==> config.mk <==
export PLATFORM = sky130hd
export DESIGN_NAME = serial_sub8
export DESIGN_NICKNAME = d
export VERILOG_FILES = /design/src/rtl/serial_sub8_pkg.sv /design/src/rtl/sub_bit_cell.sv /design/src/rtl/serial_sub8.sv
export SDC_FILE = /design/constraint.sdc
export NUM_CORES = 1
export LEC_CHECK = 0
export ABC_AREA = 1
export CAP_MARGIN = 20
export CORE_MARGIN = 2
export CORE_UTILIZATION = 40
export CTS_CLUSTER_SIZE = 25
export DETAILED_ROUTE_END_ITERATION = 10
export PLACE_DENSITY = 0.72
export SLEW_MARGIN = 10
export SYNTH_ARGS = -nofsm -noshare
export SYNTH_HDL_FRONTEND = slang
export SYNTH_SLANG_ARGS = --single-unit
==> constraint.sdc <==
create_clock -name clk -period 1.3 [get_ports clk]
set_clock_uncertainty 0.05 [all_clocks]
set_input_delay 0.39 -clock clk [delete_from_list [all_inputs] [get_ports clk]]
set_output_delay 0.39 -clock clk [all_outputs]
set_load 0.01 [all_outputs]
==> src/rtl/serial_sub8_pkg.sv <==
// Shared ALU constants for the bit-serial subtractor: FSM encodings and default width.
package serial_sub8_pkg;

    localparam int unsigned ALU_W = 8;

    typedef enum logic [1:0] {
        S_IDLE  = 2'd0,
        S_SHIFT = 2'd1,
        S_DONE  = 2'd2
    } state_e;

endpackage

==> src/rtl/sub_bit_cell.sv <==
// 1-bit full subtractor: d = a - b - bi, bo = borrow out.
module sub_bit_cell (
    input  logic a,
    input  logic b,
    input  logic bi,
    output logic d,
    output logic bo
);

    assign d  = a ^ b ^ bi;
    assign bo = (~a & b) | ((~a | b) & bi);

endmodule

==> src/rtl/serial_sub8.sv <==
// Bit-serial W-bit subtractor: one sub_bit_cell, borrow held in a flop, LSB first.
// Result and flags are registered and announced with a one-cycle done pulse.
module serial_sub8
    import serial_sub8_pkg::*;
#(
    parameter int unsigned W = ALU_W
) (
    input  logic         clk,
    input  logic         rst_n,
    input  logic         start,
    input  logic [W-1:0] a,
    input  logic [W-1:0] b,
    input  logic         bin,
    output logic         ready,
    output logic         done,
    output logic [W-1:0] diff,
    output logic         bout,
    output logic         zero,
    output logic         ovf
);

    localparam int unsigned CntW = $clog2(W);
    localparam logic [CntW-1:0] CntLast = CntW'(W - 1);

    state_e          state_q, state_d;
    logic [W-1:0]    sa_q, sa_d;
    logic [W-1:0]    sb_q, sb_d;
    // Only the upper W-1 result bits are kept; the final bit comes straight from the cell.
    logic [W-2:0]    sr_q, sr_d;
    logic            br_q, br_d;
    logic [CntW-1:0] cnt_q, cnt_d;
    logic            msb_a_q, msb_a_d;
    logic            msb_b_q, msb_b_d;
    logic [W-1:0]    diff_q, diff_d;
    logic            bout_q, bout_d;
    logic            zero_q, zero_d;
    logic            ovf_q, ovf_d;

    logic cell_d, cell_bo;

    sub_bit_cell u_cell (
        .a  (sa_q[0]),
        .b  (sb_q[0]),
        .bi (br_q),
        .d  (cell_d),
        .bo (cell_bo)
    );

    always_comb begin
        state_d = state_q;
        sa_d    = sa_q;
        sb_d    = sb_q;
        sr_d    = sr_q;
        br_d    = br_q;
        cnt_d   = cnt_q;
        msb_a_d = msb_a_q;
        msb_b_d = msb_b_q;
        diff_d  = diff_q;
        bout_d  = bout_q;
        zero_d  = zero_q;
        ovf_d   = ovf_q;

        case (state_q)
            S_IDLE: begin
                if (start) begin
                    sa_d    = a;
                    sb_d    = b;
                    br_d    = bin;
                    msb_a_d = a[W-1];
                    msb_b_d = b[W-1];
                    cnt_d   = '0;
                    state_d = S_SHIFT;
                end
            end
            S_SHIFT: begin
                br_d  = cell_bo;
                sa_d  = sa_q >> 1;
                sb_d  = sb_q >> 1;
                sr_d  = (W-1)'({cell_d, sr_q} >> 1);
                cnt_d = cnt_q + 1'b1;
                if (cnt_q == CntLast) begin
                    diff_d  = {cell_d, sr_q};
                    bout_d  = cell_bo;
                    zero_d  = ({cell_d, sr_q} == '0);
                    ovf_d   = (msb_a_q ^ msb_b_q) & (cell_d ^ msb_a_q);
                    state_d = S_DONE;
                end
            end
            S_DONE: begin
                state_d = S_IDLE;
            end
            default: begin
                state_d = S_IDLE;
            end
        endcase
    end

    always_ff @(posedge clk or negedge rst_n) begin
        if (!rst_n) begin
            state_q <= S_IDLE;
            sa_q    <= '0;
            sb_q    <= '0;
            sr_q    <= '0;
            br_q    <= 1'b0;
            cnt_q   <= '0;
            msb_a_q <= 1'b0;
            msb_b_q <= 1'b0;
            diff_q  <= '0;
            bout_q  <= 1'b0;
            zero_q  <= 1'b0;
            ovf_q   <= 1'b0;
        end else begin
            state_q <= state_d;
            sa_q    <= sa_d;
            sb_q    <= sb_d;
            sr_q    <= sr_d;
            br_q    <= br_d;
            cnt_q   <= cnt_d;
            msb_a_q <= msb_a_d;
            msb_b_q <= msb_b_d;
            diff_q  <= diff_d;
            bout_q  <= bout_d;
            zero_q  <= zero_d;
            ovf_q   <= ovf_d;
        end
    end

    assign ready = (state_q == S_IDLE);
    assign done  = (state_q == S_DONE);
    assign diff  = diff_q;
    assign bout  = bout_q;
    assign zero  = zero_q;
    assign ovf   = ovf_q;

endmodule

# Word level (Yosys, flattened, before mapping)
# Cells that the tools add are included.
[classes] n_addsub=1 multipliers=0 div=0 n_lt_le_gt_ge=0 eq_ne=5 shift=0 muxes=11 n_bitwise=10 n_reduce_logical=7
[ops] op="one-hot mux 8 bit (2 select lines)" n=2
[ops] op="2-to-1 mux 8 bit" n=2
[ops] op="zero test 8 bit" n=1
[ops] op="AND reduction 2 bit" n=4
[ops] op="one-hot mux 3 bit (2 select lines)" n=1
[ops] op="2-to-1 mux 2 bit" n=2
[ops] op="!= test 2 bit (second input constant)" n=2
[ops] op="one-hot mux 2 bit (2 select lines)" n=1
[ops] op="XOR 1 bit" n=4
[ops] op="adder 3 x 1 -> 3 bit (second input constant)" n=1
[ops] op="AND 1 bit" n=3
[ops] op="== test 3 bit (second input constant)" n=1
[ops] op="2-to-1 mux 3 bit" n=1
[ops] op="== test 2 x 1 -> 1 bit (second input constant)" n=1
[ops] op="== test 2 bit (second input constant)" n=1
[ops] op="zero test 2 bit" n=1
[ops] op="OR 1 bit" n=2
[ops] op="one-hot mux 1 bit (2 select lines)" n=1
[ops] op="nonzero test 2 bit" n=1
[ops] op="2-to-1 mux 1 bit" n=1
[ops] op="inverter 1 bit" n=1
[word_totals] register_bits=42 latch_bits=0 ramBits=0 rom_bits=0 inputBits=20 n_memories=0

# Logic depth before layout (Yosys ltp)
# Gate-level depths: netlist of the first run.
[logic_depth] depth_word=5 depth_mapped=7 ltp_nobuf=6

# Modules after synthesis
# A second synthesis of the first run with hierarchy kept.
[hier_totals] hier_cells=233 area_unflattened_um2=1891.8
[modules_own_cells] mod="serial_sub8" n_inst=1 cells_per_inst=230 area_each_um2=1864.3 seq_area_each_um2=1051.0
[modules_own_cells] mod="sub_bit_cell" n_inst=1 cells_per_inst=3 area_each_um2=27.5 seq_area_each_um2=0.0

# Least setup slack after synthesis of the first run
# OpenSTA, ideal clock, no wires.
[synth_timing] kind="flip-flop to flip-flop" startpoint="reg br_q" endpoint="reg zero_q, in the netlist zero" setup_ns=0.065 arrival_ns=1.264 required_time_ns=1.185 slack_ns=-0.079 stages_incl_launch_ff=6 period_less_slack_ns=1.379 cell_sequence="dfrtp_1 fa_1 nand2_1 nor2_1 nand3_1 nand2_1"
[synth_via] elab_chain_len=2
[synth_lines] element="start: declaration" line_no="serial_sub8.sv:30" source="logic br_q, br_d;"
[synth_lines] element="start signal: assignment" line_no="serial_sub8.sv:117" source="br_q <= br_d;"
[synth_lines] element="XOR 1 bit" line_no="sub_bit_cell.sv:10" source="assign d = a ^ b ^ bi;"
[synth_lines] element="zero test 8 bit" line_no="serial_sub8.sv:84" source="zero_d = ({cell_d, sr_q} == '0);"
[synth_lines] element="end signal: assignment" line_no="serial_sub8.sv:123" source="zero_q <= zero_d;"
[synth_lines] element="end: declaration" line_no="serial_sub8.sv:36" source="logic zero_q, zero_d;"
# Every way passes these cells.
# A chain may end at the register's enable or synchronous reset.

# Final worst setup path of the first run
[layout_timing] startpoint="reg sb_q[0]" endpoint="reg diff_q[7], in the netlist diff[7]"
[layout_via] elab_chain_len=2
[layout_lines] element="start: declaration" line_no="serial_sub8.sv:27" source="logic [W-1:0] sb_q, sb_d;"
[layout_lines] element="start signal: assignment" line_no="serial_sub8.sv:102" source="sb_q <= '0;"
[layout_lines] element="start signal: assignment" line_no="serial_sub8.sv:115" source="sb_q <= sb_d;"
[layout_lines] element="XOR 1 bit (2 in series)" line_no="sub_bit_cell.sv:10"
[layout_lines] element="end signal: assignment" line_no="serial_sub8.sv:121" source="diff_q <= diff_d;"
[layout_lines] element="end: declaration" line_no="serial_sub8.sv:34" source="logic [W-1:0] diff_q, diff_d;"
# Every way passes these cells.

==> summary.txt, run 1 <==
STA
  – Fin. max-slew vios: 0
  – FMAX: 696 MHz
  – Max_slew headroom: about 78%
  – Final hold vios: 0
  – Final worst-path cycle share: 111%
  – Endpoints failing setup: 21
  – Min Hold Slack: ~0.42 ns
  – Final worst setup slack: -0.138 ns
  – Minimum clock period after layout: 1.44 ns
  – RSZ-0062 raised after global routing: yes
  – Slew @ Worst Pin: between 0.3 and 0.4 ns

Clock network
  – Clk Latency, worst-skew pair: roughly 0.3 ns
  – Htree depth: 2
  – CTS buffer count: 5
  – Clk root buf: clkbuf_8
  – CTS sink cnt: 42
  – Clock transition at path regs: about 0.090 ns
  – Max Buffers Root-to-Sink: 2
  – CTS tree: built

Detailed routing
  – DRT Wirelength: about 4700 um
  – Initial DRT Pass Iterations: 6
  – Routed via count: 1706
  – Vias per Instance: about 4.9
  – DR WL/cell: around 13 um
  – ANT nets after route: 0
  – Iteration-0 DRC count of the detailed router: 136
  – # DRC: 0

Pwr
  – Net Sw Frac: 40.8%
  – Cell internal pwr: around 3.9 mW
  – Combinational Power Share: approximately 52%
  – Overall power: between 6 and 7 mW
  – Clock power frac: 13.6%
  – Peak VDD IR: ~0.96 mV
  – Pleak: 1.45 nW
  – NetSw: 2.67 mW
  – Pwr dens: 2390 nW/um^2
  – Reg power frac: about a third

Place
  – GPL Wtd Cong: 0.760
  – Hpwl dp: between 2000 and 3000 um
  – Dpl ws: -0.309 ns
  – Buffers on Ports: 32

Logic synthesis
  – Syn Area/Cell: approximately 8.2 um^2
  – Synth Net Count: 254
  – Synth Instances: approximately 230
  – Sequential share of the synthesized area: between 50% and 60%
  – Synth Register Bits: 42
  – Yosys cell types: 17
  – Synthesized area: around 1900 um^2
  – Ys Warns: 0

GRT
  – Number of global-route vias before repair: about 1600
  – GRT busiest layer: met2
  – GR Util met3: 4.28%
  – GRT Util Overall: about 17%
  – Global-route wire length before repair: around 6800 um
  – Met2 global-route usage: a little over a quarter
  – GR Layer Usage met1: between 20% and 30%
  – Initial antenna violation count: 0
  – Largest net degree at the start of global routing: 31
  – Global route overflow: 0

Status
  – Failing checks: negative setup slack
  – Status: finished, violations left

Layout
  – Area of the multi-input gates: between 900 and 1000 um^2
  – Filler cell count: about 380
  – P&R area growth vs syn: 45.4%
  – Area taken by flip-flops and latches: about 1100 um^2
  – Ant diodes: 0
  – NumNets Final: 320
  – Layout cells sized above 1: between 30% and 40%

Setup path
  – R2R Setup Slk: -0.14 ns
  – Crit end category: flop
  – Crit-path max cell delay: ~0.59 ns
  – Crit path launch type: flop
  – Cell with the largest stage delay on the worst path: fa_2
  – Critical Path Most Common Cell: buf_4
  – CP Max Fanout: 4
  – Crit path kind: reg -> reg
  – WP data arrival: roughly 1.6 ns
  – Worst-path cell chain: fa_2 > buf_4 > buf_4 > o21ai_2
  – CP required: approximately 1.4 ns

Floorplan
  – Die height: 72.6 um
  – Initial Util: 42.4%
  – Die Span X: about 73 um
  – Die area: approximately 5300 um^2
  – FP Rows: 24
  – Ports: 33
  – Core ar.: roughly 4400 um^2

Run
  – MaxCap Viol Count: 0

Min path
  – Hold Crit Class: reg -> reg
## per-layer routing
metal	wire [um]	share of wire [%]
met1	2020	43
met2	2280	49
met3	249	5.3
met4	132	2.8
met5	0	0
## cells by family after synthesis
group                    after synthesis  share of synthesized area [%]
AO/OA/AOI/OAI                         21                           6.98
buffers and inverters                 23                           5.58
adder cells (fa/ha/maj)                3                           2.39
flip-flops                            42                           55.8
AND/OR/NAND/NOR                      142                           29.2
## timing repair
item	CTS	global route
pin swaps	4	17
hold buffers	1	0
hold endpoints to repair	12	0
resized for setup	60	69
cloned	0	8
endpoints found under the setup margin	40	36
setup buffers	7	8
## cells in the final DEF (no fill, tap or decap), types with 7 or more instances in the layout
| cell | n |
|---|---|
| dfrtp_1 | 42 |
| o21ai_2 | 7 |
| nand2_2 | 24 |
| clkdlybuf4s50_1 | 17 |
| buf_4 | 18 |
| buf_2 | 15 |
| nand2_1 | 104 |
| o21ai_0 | 10 |
| inv_1 | 10 |
| buf_6 | 12 |
## power by group through the flow
stage	Clock [mW]	Sequential, mW	Combinational [mW]
detailed placement	0	2.18	2.49
global placement	0	2.17	2.44
floorplan	0	2.21	1.52
finish	0.893	2.24	3.42
CTS	0.900	2.16	2.52
global route	0.963	2.31	3.84
## final cells by class
cell class / count / share of cell area, %
multi-input cells: 168 / 33.1
inverters: 15 / 2.42
clock buffers: 7 / 3.15
flip-flops and latches: 42 / 38.4
clock inverters: 1 / 0.183
repair buffers: 65 / 20.4
well taps: 52 / 2.38
## worst max-delay path: cells and delay by family, from the launching register on
family | cells | cell delay (ns)
adder cells (fa/ha/maj) | 1 | 0.59
AO/OA/AOI/OAI | 1 | 0.05
buffers and inverters | 2 | 0.22
flip-flops | 1 | 0.42
## flip-flops by register name, summed over array words and instances (netlist names)
| name | count |
|---|---|
| diff | 8 |
| sa_q | 8 |
| sb_q | 8 |
| sr_q | 7 |
| cnt_q | 3 |
| state_q | 2 |
| bout | 1 |
| br_q | 1 |
| msb_a_q | 1 |
| msb_b_q | 1 |
| ovf | 1 |
| zero | 1 |
## stage by stage
| stage | util (%) | setup TNS, ns | instance area [um^2] | instances |
|---|---|---|---|---|
| 3_5_place_dp | 52.1 | -6.62 | 2320 | 319 |
| 6_report | 61.6 | -1.02 | 2740 | 350 |
| 5_1_grt | 61.6 | -2.70 | 2740 | 350 |
| 4_1_cts | 54.5 | -0.521 | 2420 | 335 |
| 3_3_place_gp | 52.1 | -6.10 | 2320 | 319 |
| 2_1_floorplan | - | -0.0962 | 1880 | 231 |
## synth_stat cells, drive strengths merged
master / n / area, um^2
buf: 7 / 43.8
clkbuf: 1 / 5.00
dfrtp: 42 / 1050
fa: 1 / 20.0
ha: 2 / 25.0
inv: 15 / 56.3
nand2: 134 / 510
nand3: 2 / 10.0
nor2: 6 / 30.0
o21ai: 21 / 131
## path summary, 6_finish.rpt
path	start	to	cells after the start
max	sb_q[0]	diff[7]	4
min	zero	zero	2
max reg2reg	sb_q[0]	diff[7]	4
min reg2reg	zero	zero	2
max in group asynchronous	rst_n	sb_q[2]	3
min in group asynchronous	rst_n	sb_q[6]	2
(Power assumes the default switching activity.)
==> run 2: changes to the inputs <==
CORE_ASPECT_RATIO = 1.25   (was unset)
==> run 2 against run 1 <==
Compared with the run above:
- the flow still finishes with violations (negative setup slack)
- total power rose by 3.3%
- flip-flop and latch count did not move
- critical path depth rose by 2
- sequential share of layout area fell by 0.74 points
- global-route usage rose by 2.3 points
- sequential power barely moved
- register-to-register slack got worse by 0.09 ns
- design area rose by 2.0%
- clock power rose by 15%
- die area barely moved
- first-iteration DRC count fell by 43%
- worst hold slack got worse by 0.41 ns
- highest routed layer unchanged
==> summary.txt, run 2 (synthesis results as in run 1) <==
Status
  – Status: finished, violations left (unchanged)
  – Failing checks: negative setup slack (unchanged)

Run
  – MaxCap Viol Count: 0 (unchanged)

Floorplan
  – Die height: 80.7 um (was 72.6 um)
  – Die Span X: 65.4 um (was 72.6 um)
  – Die area: 5280 um^2 (was 5270 um^2)
  – Core ar.: 4460 um^2 (was 4440 um^2)
  – Ports: 33 (unchanged)
  – Initial Util: 42.2% (was 42.4%)
  – FP Rows: 27 (was 24)

STA
  – RSZ-0062 raised after global routing: yes (unchanged)
  – Fin. max-slew vios: 0 (unchanged)
  – Minimum clock period after layout: 1.52 ns (was 1.44 ns)
  – Final worst-path cycle share: 117% (was 111%)
  – FMAX: 656 MHz (was 696 MHz)
  – Final setup TNS: -1.46 ns (was -1.02 ns)
  – Final hold vios: 0 (unchanged)
  – Slew @ Worst Pin: 0.235 ns (was 0.325 ns)
  – Min Hold Slack: 0.0101 ns (was 0.420 ns)
  – Final worst setup slack: -0.223 ns (was -0.138 ns)
  – Endpoints failing setup: 30 (was 21)
  – Max_slew headroom: 84.3% (was 78.4%)

Setup path
  – Cell with the largest stage delay on the worst path: fa_2 (unchanged)
  – Crit end category: flop (unchanged)
  – Worst-path cell chain: inv_2 > fa_2 > nand2_1 > nor2_1 > nand3_1 > nand2_1 (was fa_2 > buf_4 > buf_4 > o21ai_2)
  – CP Max Fanout: 5 (was 4)
  – Critical Path Most Common Cell: nand2_1 (was buf_4)
  – Crit path launch type: flop (unchanged)
  – WP data arrival: 1.72 ns (was 1.58 ns)
  – Crit path kind: reg -> reg (unchanged)
  – Crit-path max cell delay: 0.61 ns (was 0.59 ns)
  – Reg2Reg Depth: 6 (was 4)
  – CP required: 1.49 ns (was 1.44 ns)

Pwr
  – Reg power frac: 33.1% (was 34.2%)
  – Peak VDD IR: 0.895 mV (was 0.959 mV)
  – Net Sw Frac: 40.3% (was 40.8%)
  – Combinational Power Share: 51.7% (was 52.2%)
  – Pwr dens: 2430 nW/um^2 (was 2390 nW/um^2)
  – Cell internal pwr: 4.05 mW (was 3.88 mW)
  – Pleak: 1.45 nW (about the same)
  – NetSw: 2.73 mW (was 2.67 mW)
  – Clock power frac: 15.3% (was 13.6%)

Min path
  – Hold Crit Class: in -> async (was reg -> reg)

GRT
  – Number of global-route vias before repair: 1607 (was 1590)
  – Largest net degree at the start of global routing: 43 (was 31)
  – Global-route wire length before repair: 7460 um (was 6800 um)
  – GRT Util Overall: 19.0% (was 16.6%)
  – Global route overflow: 0 (unchanged)
  – Initial antenna violation count: 0 (unchanged)

Detailed routing
  – Iteration-0 DRC count of the detailed router: 77 (was 136)
  – Top sig layer: met4 (unchanged)
  – Met1 WL: 2020 um (about the same)
  – DRT Wirelength: 5100 um (was 4690 um)
  – Initial DRT Pass Iterations: 4 (was 6)
  – Routed via count: 1733 (was 1706)
  – Met2 Wirelength: 2780 um (was 2280 um)
  – DR WL/cell: 14.4 um (was 13.4 um)
  – ANT nets after route: 0 (unchanged)
  – Vias per Instance: 4.88 (was 4.87)
  – Routed wire length on met3: 207 um (was 249 um)
  – # DRC: 0 (unchanged)

Layout
  – NumNets Final: 319 (was 320)
  – Most frequent cells in the layout: nand2_1, dfrtp_1, buf_4, clkdlybuf4s50_1, buf_2 (was nand2_1, dfrtp_1, nand2_2, buf_4, clkdlybuf4s50_1)
  – Ant diodes: 0 (unchanged)
  – Layout cells sized above 1: 31.0% (was 35.2%)
  – Non-Filler Instances: 355 (was 350)
  – Most common cell after layout, fill and taps aside: nand2_1 (unchanged)
  – P&R area growth vs syn: 48.2% (was 45.4%)

Clock network
  – Clk Latency, worst-skew pair: 0.30 ns (about the same)
  – CTS tree: built (unchanged)
  – Htree depth: 2 (unchanged)
  – Clk root buf: clkbuf_8 (unchanged)
  – Max Buffers Root-to-Sink: 2 (unchanged)
  – Clock transition at path regs: 0.09 ns (about the same)
  – CTS sink cnt: 42 (unchanged)
  – CTS buffer count: 5 (unchanged)
  – Hold Buf Count CTS: 0 (was 1)

Place
  – Buffers on Ports: 32 (unchanged)
  – DP Cell Count: 326 (was 319)
  – Hpwl dp: 2630 um (was 2500 um)
  – GPL Wtd Cong: 0.755 (was 0.760)
==> run 2: cell count changes in the layout (fill, tap and decap cells not counted), sizes merged <==
cell,change
buf,-3
bufinv,+1
clkbuf,-1
clkinv,+1
clkinvlp,+1
dlygate4sd3,-1
nand2,+1
==> run 2: cell type report <==
type | count | area (um^2)
Multi-Input combinational cell | 169 | 913
Fill cell | 377 | 1670
Timing Repair Buffer | 62 | 579
Clock inverter | 3 | 40.0
Sequential cell | 42 | 1050
Tap cell | 58 | 72.6
Timing Repair inverter | 1 | 7.51
Clock buffer | 5 | 68.8
Inverter | 15 | 58.8
==> run 2: power by group through the flow <==
| stage | Sequential (mW) | Combinational (mW) | Clock [mW] |
|---|---|---|---|
| 3_3_place_gp | 2.16 | 2.48 | 0 |
| 6_report | 2.24 | 3.50 | 1.03 |
| 3_5_place_dp | 2.18 | 2.57 | 0 |
| 5_1_grt | 2.28 | 3.90 | 1.10 |
| 4_1_cts | 2.18 | 2.83 | 1.04 |
| 2_1_floorplan | 2.21 | 1.52 | 0 |
==> run 2: through the flow <==
step | util, % | cell area [um^2] | power, mW | setup WS [ns]
floorplan | - | 1880 | 3.73 | -0.0481
global placement | 52.3 | 2330 | 4.64 | -0.309
detailed placement | 52.3 | 2330 | 4.75 | -0.338
CTS | 57.6 | 2570 | 6.05 | -0.135
global route | 62.6 | 2790 | 7.28 | -0.289
finish | 62.6 | 2790 | 6.77 | -0.223
==> run 2: worst max-delay path, delay by kind of cell (launching register included) <==
kind | cells | cell delay, ns
flops | 1 | 0.38
simple gates | 4 | 0.37
fa+ha+maj | 1 | 0.61
buf+inv | 1 | 0.05
==> run 2: worst paths after layout <==
| path | endpoint | start | slack (ns) |
|---|---|---|---|
| setup reg to reg | zero | sa_q[0] | -0.22 |
| hold reg to reg | ovf | ovf | 0.43 |
| max in group asynchronous | cnt_q[2] | rst_n | 0.99 |
| hold / removal | diff[2] | rst_n | 0.01 |
| setup / recovery | zero | sa_q[0] | -0.22 |
| min in group clk | ovf | ovf | 0.43 |
==> run 2: layer usage <==
layer  vias up  track usage (%)
met5         -                0
li1        844                -
met3         6             4.48
met4         0             8.33
met1       838             22.8
met2        45             32.2
==> run 2: repair_timing <==
item,CTS,global route
pin swaps,3,17
setup buffers,9,7
resized for setup,70,40
gates cloned,3,4
endpoints found under the setup margin,38,39
==> run 3: changes to the inputs <==
HOLD_SLACK_MARGIN = 0.08   (was unset)
==> run 3 against run 2 <==
Compared with the run above:
- the flow still finishes with violations (negative setup slack)
- sequential share of layout area decreased by 0.13 points
- global-route usage about the same
- total power decreased by 0.11%
- design area increased by 0.36%
- worst hold slack improved by 0.42 ns
- first-iteration DRC count increased by 44%
- die area unchanged
- non-clock buffer count increased by 1
- count of clock-buffer cells in the layout unchanged
- critical path depth unchanged
- sequential power about the same
- final cell count increased by 0.28%
- largest cell class unchanged
- highest routed layer unchanged
==> summary.txt, run 3 (synthesis results as in run 1) <==
Status
  – Status: finished, violations left (unchanged)
  – Failing checks: negative setup slack (unchanged)

Pwr
  – Overall power: 6.77 mW (about the same)
  – Pleak: 1.46 nW (was 1.45 nW)
  – Pwr dens: 2420 nW/um^2 (was 2430 nW/um^2)
  – Peak VDD IR: 0.899 mV (was 0.895 mV)

Layout
  – Ant diodes: 0 (unchanged)
  – Most frequent cells in the layout: nand2_1, dfrtp_1, buf_4, clkdlybuf4s50_1, buf_2 (unchanged)
  – NumNets Final: 320 (was 319)
  – Final core utilization: 62.8% (was 62.6%)
  – Most common cell after layout, fill and taps aside: nand2_1 (unchanged)
  – Layout cells sized above 1: 30.9% (was 31.0%)
  – P&R area growth vs syn: 48.8% (was 48.2%)
  – Non-Filler Instances: 356 (was 355)

Clock network
  – CTS sink cnt: 42 (unchanged)
  – CTS tree: built (unchanged)
  – CTS buffer count: 5 (unchanged)
  – Htree depth: 2 (unchanged)
  – Max Buffers Root-to-Sink: 2 (unchanged)
  – Clock transition at path regs: 0.08 ns (was 0.09 ns)
  – Clk Latency, worst-skew pair: 0.30 ns (about the same)
  – Clk root buf: clkbuf_8 (unchanged)

Floorplan
  – FP Rows: 27 (unchanged)
  – Initial Util: 42.2% (unchanged)
  – Die Span X: 65.4 um (unchanged)
  – Core ar.: 4460 um^2 (unchanged)
  – Die height: 80.7 um (unchanged)
  – Ports: 33 (unchanged)
  – Die area: 5280 um^2 (unchanged)

STA
  – FMAX: 650 MHz (was 656 MHz)
  – Max_slew headroom: 84.1% (was 84.3%)
  – Slew @ Worst Pin: 0.237 ns (was 0.235 ns)
  – RSZ-0062 raised after global routing: yes (unchanged)
  – Final hold vios: 0 (unchanged)
  – Minimum clock period after layout: 1.54 ns (was 1.52 ns)
  – Fin. max-slew vios: 0 (unchanged)
  – Final worst-path cycle share: 118% (was 117%)
  – Final setup TNS: -1.43 ns (was -1.46 ns)
  – Endpoints failing setup: 31 (was 30)
  – Final worst setup slack: -0.238 ns (was -0.223 ns)

Setup path
  – Critical path buffers and inverters: 1 (unchanged)
  – Crit end category: flop (unchanged)
  – CP required: 1.49 ns (about the same)
  – Reg2Reg Depth: 6 (unchanged)
  – Crit-path max cell delay: 0.61 ns (about the same)
  – Reg2reg end: zero (unchanged)
  – Crit path kind: reg -> reg (unchanged)
  – Crit path launch type: flop (unchanged)
  – WP data arrival: 1.73 ns (was 1.72 ns)
  – Cell with the largest stage delay on the worst path: fa_2 (unchanged)
  – Crit path from: sa_q[0] (unchanged)
  – Reg-to-Reg Start: sa_q[0] (unchanged)
  – CP Max Fanout: 5 (unchanged)
  – Worst-path cell chain: inv_2 > fa_2 > nand2_1 > nor2_1 > nand3_1 > nand2_1 (unchanged)
  – R2R Setup Slk: -0.24 ns (was -0.22 ns)
  – CP delay by family, top: adder cells (unchanged)
  – Critical Path Most Common Cell: nand2_1 (unchanged)

GRT
  – Largest net degree at the start of global routing: 43 (unchanged)
  – Global-route wire length before repair: 7470 um (was 7460 um)
  – GRT busiest layer: met2 (unchanged)
  – GR Util met3: 4.48% (unchanged)
  – Global route overflow: 0 (unchanged)
  – Number of global-route vias before repair: 1605 (was 1607)
  – Met2 global-route usage: 32.3% (was 32.2%)
  – GRT Util Overall: 19.0% (about the same)
  – Initial antenna violation count: 0 (unchanged)
  – GR Layer Usage met1: 22.8% (unchanged)

Place
  – Buffers on Ports: 32 (unchanged)
  – Hpwl dp: 2630 um (unchanged)
  – GPL Wtd Cong: 0.755 (unchanged)
  – DP Cell Count: 326 (unchanged)

Min path
  – Hold depth: 2
  – Hold Crit Class: reg -> reg (was in -> async)
  – Hold Startpoint: ovf
  – Min-Delay Endpoint: ovf

Detailed routing
  – Vias per Instance: 4.88 (about the same)
  – # DRC: 0 (unchanged)
  – Initial DRT Pass Iterations: 4 (unchanged)
  – DR WL/cell: 14.1 um (was 14.4 um)
  – DRT Wirelength: 5030 um (was 5100 um)
  – ANT nets after route: 0 (unchanged)
  – Routed via count: 1736 (was 1733)
  – Iteration-0 DRC count of the detailed router: 111 (was 77)

Run
  – MaxCap Viol Count: 0 (unchanged)
## run 3: worst max path at each step
| stage | endpoint | slack, ns | cells past startpoint |
|---|---|---|---|
| after floorplan | zero | -0.05 | 6 |
| after global placement | sa_q[2] | -0.31 | 5 |
| after detailed placement | sa_q[2] | -0.34 | 5 |
| after CTS | zero | -0.13 | 6 |
| after global routing | zero | -0.29 | 6 |
| final | zero | -0.24 | 6 |
## run 3: where the power goes
| part | total [mW] | leakage (nW) | internal (mW) | switching (mW) |
|---|---|---|---|---|
| logic | 3.50 | 0.863 | 1.61 | 1.89 |
| registers | 2.24 | 0.534 | 1.87 | 0.364 |
| clock network | 1.03 | 0.0579 | 0.566 | 0.468 |
## run 3: per-layer routing
| metal | routed length [um] | vias to the layer above | share of wire [%] |
|---|---|---|---|
| met5 | 0 | - | 0 |
| met4 | 104 | 0 | 2.1 |
| met3 | 203 | 8 | 4.0 |
| met2 | 2730 | 44 | 54 |
| met1 | 2000 | 835 | 40 |
| li1 | - | 849 | - |
## run 3: worst reg2reg max path, stage by stage, from the launching register on
cell     delay, ns
dfrtp_1       0.38
inv_2         0.05
fa_2          0.61
nand2_1       0.07
nor2_1        0.12
nand3_1       0.10
nand2_1       0.08
## run 3: metrics by stage
stage	hold WS (ns)	instance area (um^2)	worst slack (ns)
3_5_place_dp	0.334	2330	-0.338
5_1_grt	0.465	2800	-0.289
2_1_floorplan	0.0444	1880	-0.0481
4_1_cts	0.424	2580	-0.135
3_3_place_gp	0.333	2330	-0.309
6_report	0.428	2800	-0.238
## run 3: layout make-up
class / instances / area (um^2)
Fill cell: 376 / 1660
Sequential cell: 42 / 1050
Multi-Input combinational cell: 169 / 913
Timing Repair Buffer: 63 / 589
Tap cell: 58 / 72.6
Clock buffer: 5 / 68.8
Inverter: 15 / 58.8
Clock inverter: 3 / 40.0
Timing Repair inverter: 1 / 7.51
## run 3: what timing repair did
| item | 4_1_cts | 5_1_grt |
|---|---|---|
| hold buffers | 1 | 0 |
| gates resized for setup | 70 | 40 |
| gates cloned | 3 | 4 |
| pin swaps | 3 | 17 |
| endpoints found under the setup margin | 38 | 39 |
| setup buffers | 9 | 7 |
| endpoints found under the hold margin | 42 | 0 |
